$ cat config.mk
export PLATFORM = sky130hd
export DESIGN_NAME = cam_alloc
export DESIGN_NICKNAME = d
export VERILOG_FILES = /design/src/rtl/cam_alloc_pkg.sv /design/src/rtl/priority_encoder.sv /design/src/rtl/cam_alloc.sv
export SDC_FILE = /design/constraint.sdc
export NUM_CORES = 1
export LEC_CHECK = 0
export CAP_MARGIN = 15
export CORE_ASPECT_RATIO = 0.7
export CORE_MARGIN = 3
export CORE_UTILIZATION = 37
export CTS_CLUSTER_SIZE = 10
export DETAILED_ROUTE_END_ITERATION = 8
export PLACE_DENSITY = 0.82
export SETUP_SLACK_MARGIN = 0.3
export SLEW_MARGIN = 20
export SYNTH_ARGS = -nofsm -noshare
export SYNTH_HDL_FRONTEND = slang
export SYNTH_SLANG_ARGS = --single-unit
$ cat constraint.sdc
create_clock -name clk -period 6.4 [get_ports clk]
set_clock_uncertainty 0.05 [all_clocks]
set_input_delay 0.96 -clock clk [delete_from_list [all_inputs] [get_ports clk]]
set_output_delay 0.96 -clock clk [all_outputs]
set_load 0.02 [all_outputs]
$ cat src/rtl/cam_alloc_pkg.sv
// Shared status codes and FSM encoding for the CAM write-side allocator.
package cam_alloc_pkg;

    localparam logic [1:0] STATUS_OK        = 2'd0;
    localparam logic [1:0] STATUS_FULL      = 2'd1;
    localparam logic [1:0] STATUS_DUP       = 2'd2;
    localparam logic [1:0] STATUS_NOT_VALID = 2'd3;

    localparam logic [2:0] ST_IDLE  = 3'd0;
    localparam logic [2:0] ST_CHECK = 3'd1;
    localparam logic [2:0] ST_MATCH = 3'd2;
    localparam logic [2:0] ST_ISSUE = 3'd3;
    localparam logic [2:0] ST_WAIT  = 3'd4;
    localparam logic [2:0] ST_RESP  = 3'd5;

    typedef enum logic [2:0] {
        StIdle  = ST_IDLE,
        StCheck = ST_CHECK,
        StMatch = ST_MATCH,
        StIssue = ST_ISSUE,
        StWait  = ST_WAIT,
        StResp  = ST_RESP
    } state_e;

endpackage

$ cat src/rtl/priority_encoder.sv
// Combinational priority encoder; LSB_PRIORITY "HIGH" picks the lowest set bit.
module priority_encoder #(
    parameter int    WIDTH        = 4,
    parameter string LSB_PRIORITY = "LOW"
) (
    input  logic [WIDTH-1:0]                          input_unencoded,
    output logic                                      output_valid,
    output logic [((WIDTH > 1) ? $clog2(WIDTH) : 1)-1:0] output_encoded,
    output logic [WIDTH-1:0]                          output_unencoded
);

    localparam int EncW = (WIDTH > 1) ? $clog2(WIDTH) : 1;

    logic [EncW-1:0] enc;
    logic            hit;

    generate
        if (LSB_PRIORITY == "HIGH") begin : g_lsb
            always_comb begin
                hit = 1'b0;
                enc = '0;
                for (int i = WIDTH - 1; i >= 0; i--) begin
                    if (input_unencoded[i]) begin
                        hit = 1'b1;
                        enc = i[EncW-1:0];
                    end
                end
            end
        end else begin : g_msb
            always_comb begin
                hit = 1'b0;
                enc = '0;
                for (int i = 0; i < WIDTH; i++) begin
                    if (input_unencoded[i]) begin
                        hit = 1'b1;
                        enc = i[EncW-1:0];
                    end
                end
            end
        end
    endgenerate

    assign output_valid     = hit;
    assign output_encoded   = enc;
    assign output_unencoded = hit ? (WIDTH'(1) << enc) : '0;

endmodule

$ cat src/rtl/cam_alloc.sv
// Write-side allocator for the SRL CAM: lowest-free slot insert, delete by address.
// Define CAM_ALLOC_DUP_CHECK_EN to reject duplicate keys through the CAM compare port.
module cam_alloc
    import cam_alloc_pkg::*;
#(
    parameter int DATA_WIDTH = 64,
    parameter int ADDR_WIDTH = 5
) (
    input  logic                       clk,
    input  logic                       rst,
    input  logic [DATA_WIDTH-1:0]      req_data,
    input  logic [ADDR_WIDTH-1:0]      req_addr,
    input  logic                       req_delete,
    input  logic                       req_valid,
    output logic                       req_ready,
    output logic [ADDR_WIDTH-1:0]      resp_addr,
    output logic [1:0]                 resp_status,
    output logic                       resp_valid,
    input  logic                       resp_ready,
    output logic [ADDR_WIDTH-1:0]      cam_write_addr,
    output logic [DATA_WIDTH-1:0]      cam_write_data,
    output logic                       cam_write_delete,
    output logic                       cam_write_enable,
    input  logic                       cam_write_busy,
    output logic [DATA_WIDTH-1:0]      cam_compare_data,
    input  logic                       cam_match,
    input  logic [ADDR_WIDTH-1:0]      cam_match_addr,
    output logic [(2**ADDR_WIDTH)-1:0] valid_map,
    output logic [ADDR_WIDTH:0]        count,
    output logic                       full,
    output logic                       empty
);

    localparam int                Slots     = 2 ** ADDR_WIDTH;
    localparam logic [ADDR_WIDTH:0] CountOne  = (ADDR_WIDTH + 1)'(1);
    localparam logic [ADDR_WIDTH:0] CountFull = (ADDR_WIDTH + 1)'(Slots);

    state_e                 state_q;
    logic [DATA_WIDTH-1:0]  data_q;
    logic [ADDR_WIDTH-1:0]  addr_q;
    logic                   delete_q;
    logic [Slots-1:0]       valid_map_q;
    logic [ADDR_WIDTH:0]    count_q;
    logic                   req_ready_q;
    logic                   resp_valid_q;
    logic [1:0]             resp_status_q;
    logic [ADDR_WIDTH-1:0]  resp_addr_q;

    logic                   free_valid;
    logic [ADDR_WIDTH-1:0]  free_addr;
    logic [Slots-1:0]       free_onehot;
    logic                   unused_enc;

    priority_encoder #(
        .WIDTH        (Slots),
        .LSB_PRIORITY ("HIGH")
    ) u_free_enc (
        .input_unencoded  (~valid_map_q),
        .output_valid     (free_valid),
        .output_encoded   (free_addr),
        .output_unencoded (free_onehot)
    );

    // Fullness comes from count, so the encoder's valid/one-hot outputs are not needed.
    assign unused_enc = free_valid ^ (^free_onehot);

`ifndef CAM_ALLOC_DUP_CHECK_EN
    logic unused_match;
    assign unused_match = cam_match ^ (^cam_match_addr);
`endif

    assign full  = (count_q == CountFull);
    assign empty = (count_q == '0);

    always_ff @(posedge clk) begin
        if (rst) begin
            state_q       <= StIdle;
            req_ready_q   <= 1'b1;
            resp_valid_q  <= 1'b0;
            resp_status_q <= STATUS_OK;
            resp_addr_q   <= '0;
            valid_map_q   <= '0;
            count_q       <= '0;
        end else begin
            case (state_q)
                StIdle: begin
                    if (req_valid) begin
                        req_ready_q <= 1'b0;
                        data_q      <= req_data;
                        addr_q      <= req_addr;
                        delete_q    <= req_delete;
                        if (!req_delete) begin
                            if (full) begin
                                resp_status_q <= STATUS_FULL;
                                resp_addr_q   <= '0;
                                resp_valid_q  <= 1'b1;
                                state_q       <= StResp;
                            end else begin
                                addr_q <= free_addr;
`ifdef CAM_ALLOC_DUP_CHECK_EN
                                state_q <= StCheck;
`else
                                state_q <= StIssue;
`endif
                            end
                        end else if (!valid_map_q[req_addr]) begin
                            resp_status_q <= STATUS_NOT_VALID;
                            resp_addr_q   <= req_addr;
                            resp_valid_q  <= 1'b1;
                            state_q       <= StResp;
                        end else begin
                            state_q <= StIssue;
                        end
                    end
                end
`ifdef CAM_ALLOC_DUP_CHECK_EN
                // CAM match is registered: give compare_data one cycle to settle.
                StCheck: state_q <= StMatch;
                StMatch: begin
                    if (cam_match) begin
                        resp_status_q <= STATUS_DUP;
                        resp_addr_q   <= cam_match_addr;
                        resp_valid_q  <= 1'b1;
                        state_q       <= StResp;
                    end else begin
                        state_q <= StIssue;
                    end
                end
`endif
                StIssue: begin
                    if (!cam_write_busy) begin
                        if (delete_q) begin
                            valid_map_q[addr_q] <= 1'b0;
                            count_q             <= count_q - CountOne;
                        end else begin
                            valid_map_q[addr_q] <= 1'b1;
                            count_q             <= count_q + CountOne;
                        end
                        state_q <= StWait;
                    end
                end
                StWait: begin
                    if (!cam_write_busy) begin
                        resp_status_q <= STATUS_OK;
                        resp_addr_q   <= addr_q;
                        resp_valid_q  <= 1'b1;
                        state_q       <= StResp;
                    end
                end
                StResp: begin
                    if (resp_ready) begin
                        resp_valid_q <= 1'b0;
                        req_ready_q  <= 1'b1;
                        state_q      <= StIdle;
                    end
                end
                default: begin
                    req_ready_q  <= 1'b1;
                    resp_valid_q <= 1'b0;
                    state_q      <= StIdle;
                end
            endcase
        end
    end

    // Enable is gated by live busy so it can never fire into a busy CAM.
    assign cam_write_enable = (state_q == StIssue) && !cam_write_busy;
    assign cam_write_addr   = addr_q;
    assign cam_write_data   = data_q;
    assign cam_write_delete = delete_q;
    assign cam_compare_data = data_q;

    assign req_ready   = req_ready_q;
    assign resp_valid  = resp_valid_q;
    assign resp_status = resp_status_q;
    assign resp_addr   = resp_addr_q;
    assign valid_map   = valid_map_q;
    assign count       = count_q;

endmodule

==> results.toml <==
[outcome]
outcome = "finished, final reports clean"

[clock_tree]
cts_buffers = 17
worstSkewPairLatency_ns = 0.41
htreeDepth = 4
clk_path_buf_depth = 2
cts-hold-fix-buffers = 0
postCtsResizedCells = 0
cts_root_buf = "sky130_fd_sc_hd__clkbuf_16"
cts_setup_buffers = 0
tritoncts = "done"
tritoncts_num_sinks = 120
clock_transition_at_the_registers_of_the_reported_paths_ns = 0.05

[synth]
post-synth-top-count-cell = "sky130_fd_sc_hd__edfxtp_1"
yosys_warnings = 0
synth_sequential_area_ratio_pct = 56.5
synthesis.nets = 553
synth_area_leader_cell = "sky130_fd_sc_hd__edfxtp_1"
post_synth_main_area_contributors = "sky130_fd_sc_hd__edfxtp_1 (38%), sky130_fd_sc_hd__dfxtp_1 (18%), sky130_fd_sc_hd__buf_4 (9.0%)"
syn_avg_cell_area_sq_um = 11.8
netlist_top_cells_count = "sky130_fd_sc_hd__edfxtp_1 (70), sky130_fd_sc_hd__buf_4 (66), sky130_fd_sc_hd__dfxtp_1 (50), sky130_fd_sc_hd__a21oi_1 (44), sky130_fd_sc_hd__nand2_1 (33)"
asyncSetResetFlopFracSynth_pct = 0
synth-main-ff-cell = "sky130_fd_sc_hd__edfxtp_1"
postSynthCellCount = 467
synth-seq-cells = 120
post-synth-top-area-fraction_pct = 38.2
synth_cell_type_count = 52
mappedNetlistArea_sq_um = 5500
synth_edf_count = 70

[detailed_routing]
num_vias = 4563
route.detailed.wl_per_inst_microns = 20.5
detailedRoute.firstPassIterationCount = 5
via_per_inst = 5.31
number_of_drc_violations_after_detailed_routing = 0
drt.antenna.violating_nets = 0
wirelength_microns = 17600
drt_iter0_drc = 348

[setup_path]
worstPathArrival_ns = 3.04
crit_fanout = 12
path_buf_inv = 2
ff2ff_path_depth = 7
worst-setup-path-type = "input port to output pin"
critical-path-max-stage-delay_ns = 0.77
crit_chain = "clkdlybuf4s50_1 -> nor2_1 -> clkdlybuf4s50_1"
critPathSlowestCell = "sky130_fd_sc_hd__nor2_1"
cp-start-kind = "input port"
cp.depth = 3
path_common_cell = "sky130_fd_sc_hd__clkdlybuf4s50_1"
critPathCaptureType = "output pin"
cp_top_family = "buffers and inverters"
critPathRequiredTime_ns = 5.39

[run]
maxCapViolCount = 0

[grt]
global_route_wire_length_before_repair_microns = 26200
antenna_found_initial = 0
grt_max_degree = 72
grt_util_all_layers_pct = 21.4
number_of_global_route_vias_before_repair = 4390
congestion_overflow_gr = 0

[pwr]
power.density_nw_per_um2 = 249
vdd_ir_drop_max_uv = 167
leakage_power_nw = 2.88

[timing]
setup_viol = 0
setup_tns_ns = 0
report.final.slew_viol_count = 0
rsz0062_at_grt = "false"
fmax_ghz = 0.247
max_slew_headroom_pct = 38.4
worstMarginPinSlew_ns = 0.921
hold_violations = 0
period_minus_slack_ns = 4.05
finalCritPeriodShare_pct = 63.2

[die]
io-pin-count = 265
die_h_microns = 108
die_x_microns = 152
die_area_sq_um = 16400
rows = 36
core_area_sq_um = 14200
initial_standard_cell_utilization_of_the_core_pct = 38.6

[place]
gp_congestion = 0.857
port-buffer-count = 258
dpl_cell_area_sq_um = 7770
dp_hpwl_microns = 12900

[min_path]
worst_hold_path.num_cells = 2
hold_removal_path_class = "register to register"

[cells_and_area]
layout.cell_area.non_filler_sq_um = 8340
flow.area_growth_from_synthesis_pct = 51.7
nNetsFinal = 744
final_layout_size_suffix_gt1_share_pct = 6.58
fillerInstances = 1143
[where the power goes]
group          internal, mW  leakage, nW  switching, mW
clock network         0.566        0.258          0.338
registers             0.859         1.05         0.0231
logic                 0.143         1.57          0.151
[path summary, 6_finish.rpt]
| path | startpoint | end | slack (ns) |
|---|---|---|---|
| min | req_ready | req_ready | 0.42 |
| max | cam_write_busy | cam_write_enable | 2.35 |
| min reg2reg | req_ready | req_ready | 0.42 |
| max reg2reg | state_q[1] | register | 3.53 |
[worst reg2reg max path, cell delays in order (launching register included)]
cell and delay, ns:
sky130_fd_sc_hd__dfxtp_1 0.36, sky130_fd_sc_hd__nor2b_1 0.21, sky130_fd_sc_hd__nand2_1 0.17, sky130_fd_sc_hd__nor2_1 0.73, sky130_fd_sc_hd__nand2_1 0.15, sky130_fd_sc_hd__nor2_2 0.63, sky130_fd_sc_hd__a21oi_1 0.18, sky130_fd_sc_hd__a311oi_1 0.29
[cells by family after synthesis]
group | synth area share [%]
and+or+nand+nor | 9.65
adders and majority gates | 1.27
buffers and inverters | 11.7
DFF | 56.5
AOI/OAI and AO/OA | 14.7
muxes | 5.46
xor gates and xnor gates | 0.797
[layer usage]
layer	up-vias	global-route usage, %	part of all wire, %
li1	2090	-	-
met1	2197	24.2	36
met2	236	37.5	52
met3	40	6.74	8.7
met4	0	8.85	3.0
met5	-	0	0
[cells in the final DEF (no fill, tap or decap), types with 2 or more instances in the layout]
cell type,n
sky130_fd_sc_hd__a311oi_1,32
sky130_fd_sc_hd__nand2b_1,3
sky130_fd_sc_hd__o31ai_1,2
sky130_fd_sc_hd__bufinv_16,2
sky130_fd_sc_hd__inv_1,12
sky130_fd_sc_hd__nand3_1,3
sky130_fd_sc_hd__a21o_1,3
sky130_fd_sc_hd__o41ai_1,2
sky130_fd_sc_hd__or2_2,2
sky130_fd_sc_hd__inv_6,2
sky130_fd_sc_hd__nand2_1,33
sky130_fd_sc_hd__edfxtp_1,70
sky130_fd_sc_hd__and2_1,5
sky130_fd_sc_hd__o21ai_0,11
sky130_fd_sc_hd__and3_1,2
sky130_fd_sc_hd__nor3_1,5
sky130_fd_sc_hd__mux2i_1,9
sky130_fd_sc_hd__mux4_1,8
sky130_fd_sc_hd__a21oi_1,44
sky130_fd_sc_hd__and3b_1,2
sky130_fd_sc_hd__clkinv_2,2
sky130_fd_sc_hd__clkbuf_16,17
sky130_fd_sc_hd__nor2b_1,2
sky130_fd_sc_hd__a221o_1,7
sky130_fd_sc_hd__nor2_1,20
sky130_fd_sc_hd__ha_1,4
sky130_fd_sc_hd__xnor2_1,5
sky130_fd_sc_hd__clkdlybuf4s50_1,258
sky130_fd_sc_hd__nand4_1,5
sky130_fd_sc_hd__nor3b_1,5
sky130_fd_sc_hd__clkinvlp_4,5
sky130_fd_sc_hd__buf_4,5
sky130_fd_sc_hd__dfxtp_1,50
sky130_fd_sc_hd__a31oi_1,5
sky130_fd_sc_hd__o21bai_1,2
sky130_fd_sc_hd__or3_1,2
[through the flow]
step                worst slack, ns  util (%)  power (mW)  hold WS [ns]  instances
finish                         2.35      58.6        2.08         0.418        860
global placement               2.37      54.6        1.18         0.405        829
floorplan                      1.93         -        1.05         0.434        467
global route                   2.23      58.6        2.15         0.455        859
detailed placement             2.33      54.6        1.19         0.411        829
CTS                            2.33      58.5        2.10         0.418        859
[layout make-up]
| class | count | area, sq um | area share [%] |
|---|---|---|---|
| Clock buffer | 18 | 429 | 5.15 |
| Antenna cell | 1 | 2.50 | 0.0300 |
| Clock inverter | 12 | 129 | 1.55 |
| Multi-Input combinational cell | 244 | 1770 | 21.2 |
| Timing Repair Buffer | 263 | 2620 | 31.4 |
| Inverter | 12 | 45.0 | 0.540 |
| Sequential cell | 120 | 3100 | 37.2 |
| Tap cell | 190 | 238 | 2.85 |
Note: power is estimated with default switching activity, not from simulation.
